<file path="config.mk">
export PLATFORM = sky130hd
export DESIGN_NAME = regfile
export DESIGN_NICKNAME = d
export VERILOG_FILES = /design/src/rtl/regfile.sv
export SDC_FILE = /design/constraint.sdc
export NUM_CORES = 2
export LEC_CHECK = 0
export BUFFER_PORTS_ARGS = -buffer_cell sky130_fd_sc_hd__buf_2
export CORE_MARGIN = 1
export CORE_UTILIZATION = 60
export DETAILED_ROUTE_END_ITERATION = 8
export GPL_ROUTABILITY_DRIVEN = 0
export PLACE_DENSITY = 0.82
export RECOVER_POWER = 50
export SETUP_SLACK_MARGIN = 0.05
export SLEW_MARGIN = 0
export SYNTH_ARGS = -nofsm -noshare
export SYNTH_HDL_FRONTEND = slang
export SYNTH_SLANG_ARGS = --single-unit
</file>
<file path="constraint.sdc">
create_clock -name clk -period 2.5 [get_ports clk]
set_input_delay 0.25 -clock clk [delete_from_list [all_inputs] [get_ports clk]]
set_output_delay 0.25 -clock clk [all_outputs]
set_load 0.01 [all_outputs]
</file>
<file path="src/rtl/regfile.sv">
// regfile: 32 x 32-bit general-purpose register file.
// One synchronous write port (write-back) and two independent combinational
// read ports (decode). Register 0 is hard-wired to read as zero.
// Optional same-cycle write-to-read bypass: define REGFILE_BYPASS_EN.
// Without it, a read of the index being written returns the pre-write value.
module regfile #(
    parameter int DATA_W = 32,
    parameter int ADDR_W = 5,
    parameter int NREGS  = 32
) (
    input  logic              clk,
    input  logic              rst,
    input  logic              we,
    input  logic [ADDR_W-1:0] waddr,
    input  logic [DATA_W-1:0] wdata,
    input  logic              re1,
    input  logic [ADDR_W-1:0] raddr1,
    output logic [DATA_W-1:0] rdata1,
    input  logic              re2,
    input  logic [ADDR_W-1:0] raddr2,
    output logic [DATA_W-1:0] rdata2
);

    logic [DATA_W-1:0] mem [NREGS];

    // A write is committed only for a non-zero index; entry 0 never changes.
    logic wr_commit;
    assign wr_commit = we && (waddr != '0);

    // Storage: cleared asynchronously while rst is low, one write per rising edge.
    always_ff @(posedge clk or negedge rst) begin
        if (!rst) begin
            for (int i = 0; i < NREGS; i++) begin
                mem[i] <= '0;
            end
        end else if (wr_commit) begin
            mem[waddr] <= wdata;
        end
    end

`ifdef REGFILE_BYPASS_EN
    // Forward write-back data to a port reading the index being written.
    logic byp1;
    logic byp2;
    assign byp1 = wr_commit && (waddr == raddr1);
    assign byp2 = wr_commit && (waddr == raddr2);
`endif

    // Read port 1: reset, disable and r0 force zero; otherwise array (or bypass) data.
    always_comb begin
        rdata1 = '0;
        if (rst && re1 && (raddr1 != '0)) begin
`ifdef REGFILE_BYPASS_EN
            if (byp1) begin
                rdata1 = wdata;
            end else begin
                rdata1 = mem[raddr1];
            end
`else
            rdata1 = mem[raddr1];
`endif
        end
    end

    // Read port 2: same priority as port 1, fully independent of it.
    always_comb begin
        rdata2 = '0;
        if (rst && re2 && (raddr2 != '0)) begin
`ifdef REGFILE_BYPASS_EN
            if (byp2) begin
                rdata2 = wdata;
            end else begin
                rdata2 = mem[raddr2];
            end
`else
            rdata2 = mem[raddr2];
`endif
        end
    end

endmodule
</file>
# [Yosys cells after proc, flatten, opt, wreduce, memory -nomap -nowiden]
# Index checks and enable logic that the tools add are counted.
[totals] latch_bits=0 in_bits=52 mem_bits_ro=0 ramBits=0 word_cells=59 regBits=1024 n_memories=0 out_inout_bits=64
[classes] n_reduce_logical=9 shifts=0 order_cmp=4 n_mul=0 n_eq_ne=0 div_mod_pow=0 muxes=11 bitwise=3 add_sub_neg=0
[op_table] operator="bitwise mux 1024 bit" n=1
[op_table] operator="binary-select mux 32 bit (select 5 bit)" n=2
[op_table] operator="2-to-1 mux 32 bit" n=7
[op_table] operator="demux 32 bit (select 5 bit)" n=1
[op_table] operator="greater-or-equal comparator 6 bit, second input constant" n=3
[op_table] operator="NOT 5 -> 6 bit" n=3
[op_table] operator="nonzero test 5 bit" n=3
[op_table] operator="logical AND 1 bit" n=6
[op_table] operator="< comparator 6 x 1 -> 1 bit, second input constant" n=1

# [Logic depth before layout (Yosys ltp)]
[depth] word_depth=6 ltp_mapped=9 depth_no_buf=4

# [Worst setup path after synthesis]
# OpenSTA, ideal clock, no wires.
[synth_timing] path_type="in2out" start="input port raddr1[0]" end="output port rdata1[14]" cell_stages=7 t_arrival_ps=1734 path_buffers=3 path_slack_ps=516 required_time_ps=2250 cell_sequence="buf_2 > buf_6 > buf_4 > mux4_2 > mux2_2 > nand2_1 > a32oi_1"
[synth_via] elab_chain_cells=5 word_cells_on_any_way=7 classes_between="mux: 4; bitwise: 1; reduce/logical: 2"
[synth_lines] element="start: declaration" line="17" text="input logic [ADDR_W-1:0] raddr1,"
[synth_lines] element="NOT 5 -> 6 bit (implied by the code)" line="60" text="rdata1 = mem[raddr1];"
[synth_lines] element="binary-select mux 32 bit (select 5 bit)" line="60"
[synth_lines] element="2-to-1 mux 32 bit (implied by the code) (2 in series)" line="60"
[synth_lines] element="2-to-1 mux 32 bit *" line="52" text="if (rst && re1 && (raddr1 != '0)) begin"
[synth_lines] element="end: declaration" line="18" text="output logic [DATA_W-1:0] rdata1,"
# Mark *: on every way between the ends. The rest lies on a longest branch, timed or not. The select of a mux whose other input is x is not followed.

# [Final worst setup path]
[layout_timing] start="register mem[656] (netlist name)" end="output port rdata1[16]"
[layout_via] elab_chain_cells=4
[layout_lines] element="start: declaration" line="24" text="logic [DATA_W-1:0] mem [NREGS];"
[layout_lines] element="start signal: indexed assignment" line="37" text="mem[waddr] <= wdata;"
[layout_lines] element="binary-select mux 32 bit (select 5 bit)" line="60"
[layout_lines] element="2-to-1 mux 32 bit (implied by the code) (2 in series)" line="60"
[layout_lines] element="2-to-1 mux 32 bit" line="52"
# Every way passes these cells. The select of a mux whose other input is x is not followed.

==> flow_metrics.tcl <==
set metrics [dict create \
    status "finished, violations left" \
    violations "capacitance limit, slew limit, setup timing" \
    ys_warn_count 0 \
    antenna_found_initial 17 \
    synth_top_area_frac 0.464 \
    mappedNetlistNets 4001 \
    grt_max_degree 163 \
    place_hpwl_mm 110 \
    p_switching_mw 13.9 \
    cp.required_ns 2.25 \
    path_class "reg -> out" \
    die_h_um 305 \
    post_drt_via_cell_ratio 7.30 \
    grt_pass1_wl_mm 267 \
    drc 0 \
    crit_buf_inv 2 \
    wl_per_cell_um 33.8 \
    finalNetCount 4119 \
    maxCapViolCount 10 \
    setup_viol 62 \
    io_buffers 115 \
    start_util 0.610 \
    slew_headroom -0.174 \
    fin_crit_ns 2.72 \
    wl_mm 181 \
    synth.avg_cell_area_um2 14.0 \
    num_vias 39000 \
    ios 116 \
    top_register "mem" \
    drtAntennaViolNets 0 \
    leakage_nw 28.3 \
    path_clk_slew_ns 0.06 \
    drtIter0Drc 4929 \
    hold_depth 2 \
    post-place-ws_ns -0.217 \
    drtPass1Iterations 8 \
    fp-row-count 110 \
    final_hold_viol_count 0 \
    slew_viol_final 214 \
    fin_worst_skew_ns 0 \
    critPathMaxStageDelay_ns 0.48 \
    synth_cells 3949 \
    die_x_um 305 \
    rsz0062_at_grt "yes" \
    startpoint_type "register" \
    r2r.worst_path.cells 3 \
    p_clk_frac 0.334 \
    cts_buffers 104 \
    cts_sinks 1024 \
    whs_ns 0.184 \
    fmax_mhz 367 \
    critPathLaunch "mem[656]" \
    grt_overflow 0 \
    cts_max_level 3 \
    r2r_start "mem[632]" \
    synth_flop_cell "dfrtp_1" \
    syn_to_final_growth_pct 14.8 \
    slowest_stage "mux4_2" \
    hold_end "mem[102]" \
    synth.area.top_cells "dfrtp_1, mux2_2, mux4_2, mux2i_1, a22oi_1" \
    largest_register_ffs 1024 \
    combPwrFrac 0.220 \
    tritoncts "built" \
    cp.arrival_ns 2.47 \
    drive_gt1_frac 0.508 \
    core-area_um2 90600 \
    cp-end-kind "primary output" \
    worst-r2r-setup-slack_ns 1.37 \
    fin_ws_ns -0.224 \
    track_usage 0.389 \
    worst_pin_slew_ns 1.76 \
    setup-tns-final_ns -4.96 \
    clk_latency_ns 0.68 \
    clockRootBuffer "clkbuf_16" \
    synth-seq-area-share 0.464 \
    die_area_um2 93300 \
    worstHoldPathType "in -> reg" \
    min-delay-start "wdata[6]" \
    synth.distinct_cells 34 \
    grt_pass1_vias 40600 \
    power.density_nw_per_um2 785 \
    power.share.sequential 0.446 \
    yosys.area.top_type "dfrtp_1" \
    peakVddDrop_mv 0.703 \
    finalCritPeriodShare 1.09 \
    switching_share 0.280 \
    crit_chain "mux4_2, mux2_4, a21oi_4, a32oi_2, buf_4, buf_6" \
    rr_endpoint "mem[632]" \
    crit_fanout 3 \
    reg.largest.list "mem x1024" \
    cts_buffer_depth 3 \
    cp_top_family "multiplexers" \
    synth-edff-count 0 \
    async_flop_share 1.00 \
    synth_area_um2 55200 \
    internal_power_mw 35.8 \
    ys_ff_latch 1024 \
]
power groups by stage:
stage	Sequential (mW)	Combinational (mW)	Clock, mW
final	22.2	11.0	16.6
after global routing	22.5	11.5	17.3
after CTS	22.1	10.6	16.7
after detailed placement	22.3	9.76	0
after global placement	22.0	9.43	0
after floorplan	21.5	7.30	0
worst max path at each step:
| stage | to | slack (ns) | cells after the start |
|---|---|---|---|
| 6_report | rdata1[16] | -0.22 | 6 |
| 3_5_place_dp | rdata1[26] | -0.22 | 7 |
| 3_3_place_gp | rdata1[27] | -0.23 | 9 |
| 2_1_floorplan | rdata1[14] | 0.52 | 7 |
| 4_1_cts | rdata1[30] | -0.18 | 5 |
| 5_1_grt | rdata1[16] | -0.25 | 6 |
per-stage QoR:
| step | instance area, µm² | total power [mW] | std cells | util |
|---|---|---|---|---|
| after CTS | 63500 | 49.3 | 5303 | 0.701 |
| after global placement | 58400 | 31.5 | 5061 | 0.645 |
| after global routing | 63400 | 51.4 | 5338 | 0.700 |
| after detailed placement | 58400 | 32.1 | 5061 | 0.645 |
| final | 63400 | 49.8 | 5344 | 0.700 |
| after floorplan | 55200 | 28.8 | 3949 | - |
Yosys cell counts (all sizes together), types with 3 or more instances:
master	count
dfrtp	1024
mux4	297
nor2	19
mux2	1089
nand2b	36
nand4	3
nor2b	11
nand3	85
nand4b	3
a31oi	11
buf	215
nand2	61
a32oi	62
mux2i	434
o21ai	62
a221oi	62
clkbuf	243
a21oi	51
nor4	3
and3	5
and2	4
a22oi	153
or3	3
nor3	5
what timing repair did:
| action | 4_1_cts | 5_1_grt |
|---|---|---|
| cloned | 1 | 0 |
| hold buffers | 1 | 0 |
| setup buffers | 54 | 25 |
| pin swaps | 110 | 15 |
| endpoints found under the setup margin | 63 | 198 |
| endpoints found under the hold margin | 195 | 0 |
| resized for setup | 232 | 44 |
layout make-up:
cell class                 instances  area (µm²)
tap                             1176        1470
clock inverter                    46         621
fill                            5732       27200
antenna                           16        40.0
multi-input combinational       2466       28600
sequential                      1024       25600
inverter                           2        7.51
clock buffer                     145        2990
timing repair buffer             469        4050
kinds of logic after synthesis:
group	after synthesis	share of synthesized area
AOI/OAI and AO/OA	403	0.0523
buffers and inverters	460	0.0399
and+or+nand+nor	242	0.0223
muxes	1820	0.422
DFF	1024	0.464
layer usage:
| metal | global-route usage | share of wire |
|---|---|---|
| met5 | 0.00103 | 0.00073 |
| met4 | 0.262 | 0.078 |
| met3 | 0.121 | 0.12 |
| met2 | 0.564 | 0.44 |
| met1 | 0.504 | 0.36 |
placed cells by master (no fill, tap or decap), types with 11 or more instances in the layout:
master,count
mux2_1,41
buf_4,230
mux2_4,63
clkbuf_16,107
a21oi_2,33
clkbuf_2,37
dfrtp_1,1024
a32oi_2,25
a32oi_1,29
mux2_2,985
nand2b_1,36
diode_2,16
mux4_2,297
a221oi_1,54
nand2_1,31
clkbuf_1,50
bufinv_16,14
buf_2,68
clkbuf_8,19
buf_12,55
nand2_2,27
a31oi_1,11
buf_6,42
a22oi_1,153
o21ai_0,53
clkinv_2,20
mux2i_1,434
a21oi_4,18
nand3_1,82
No activity file was read; power rests on OpenSTA's default activity.
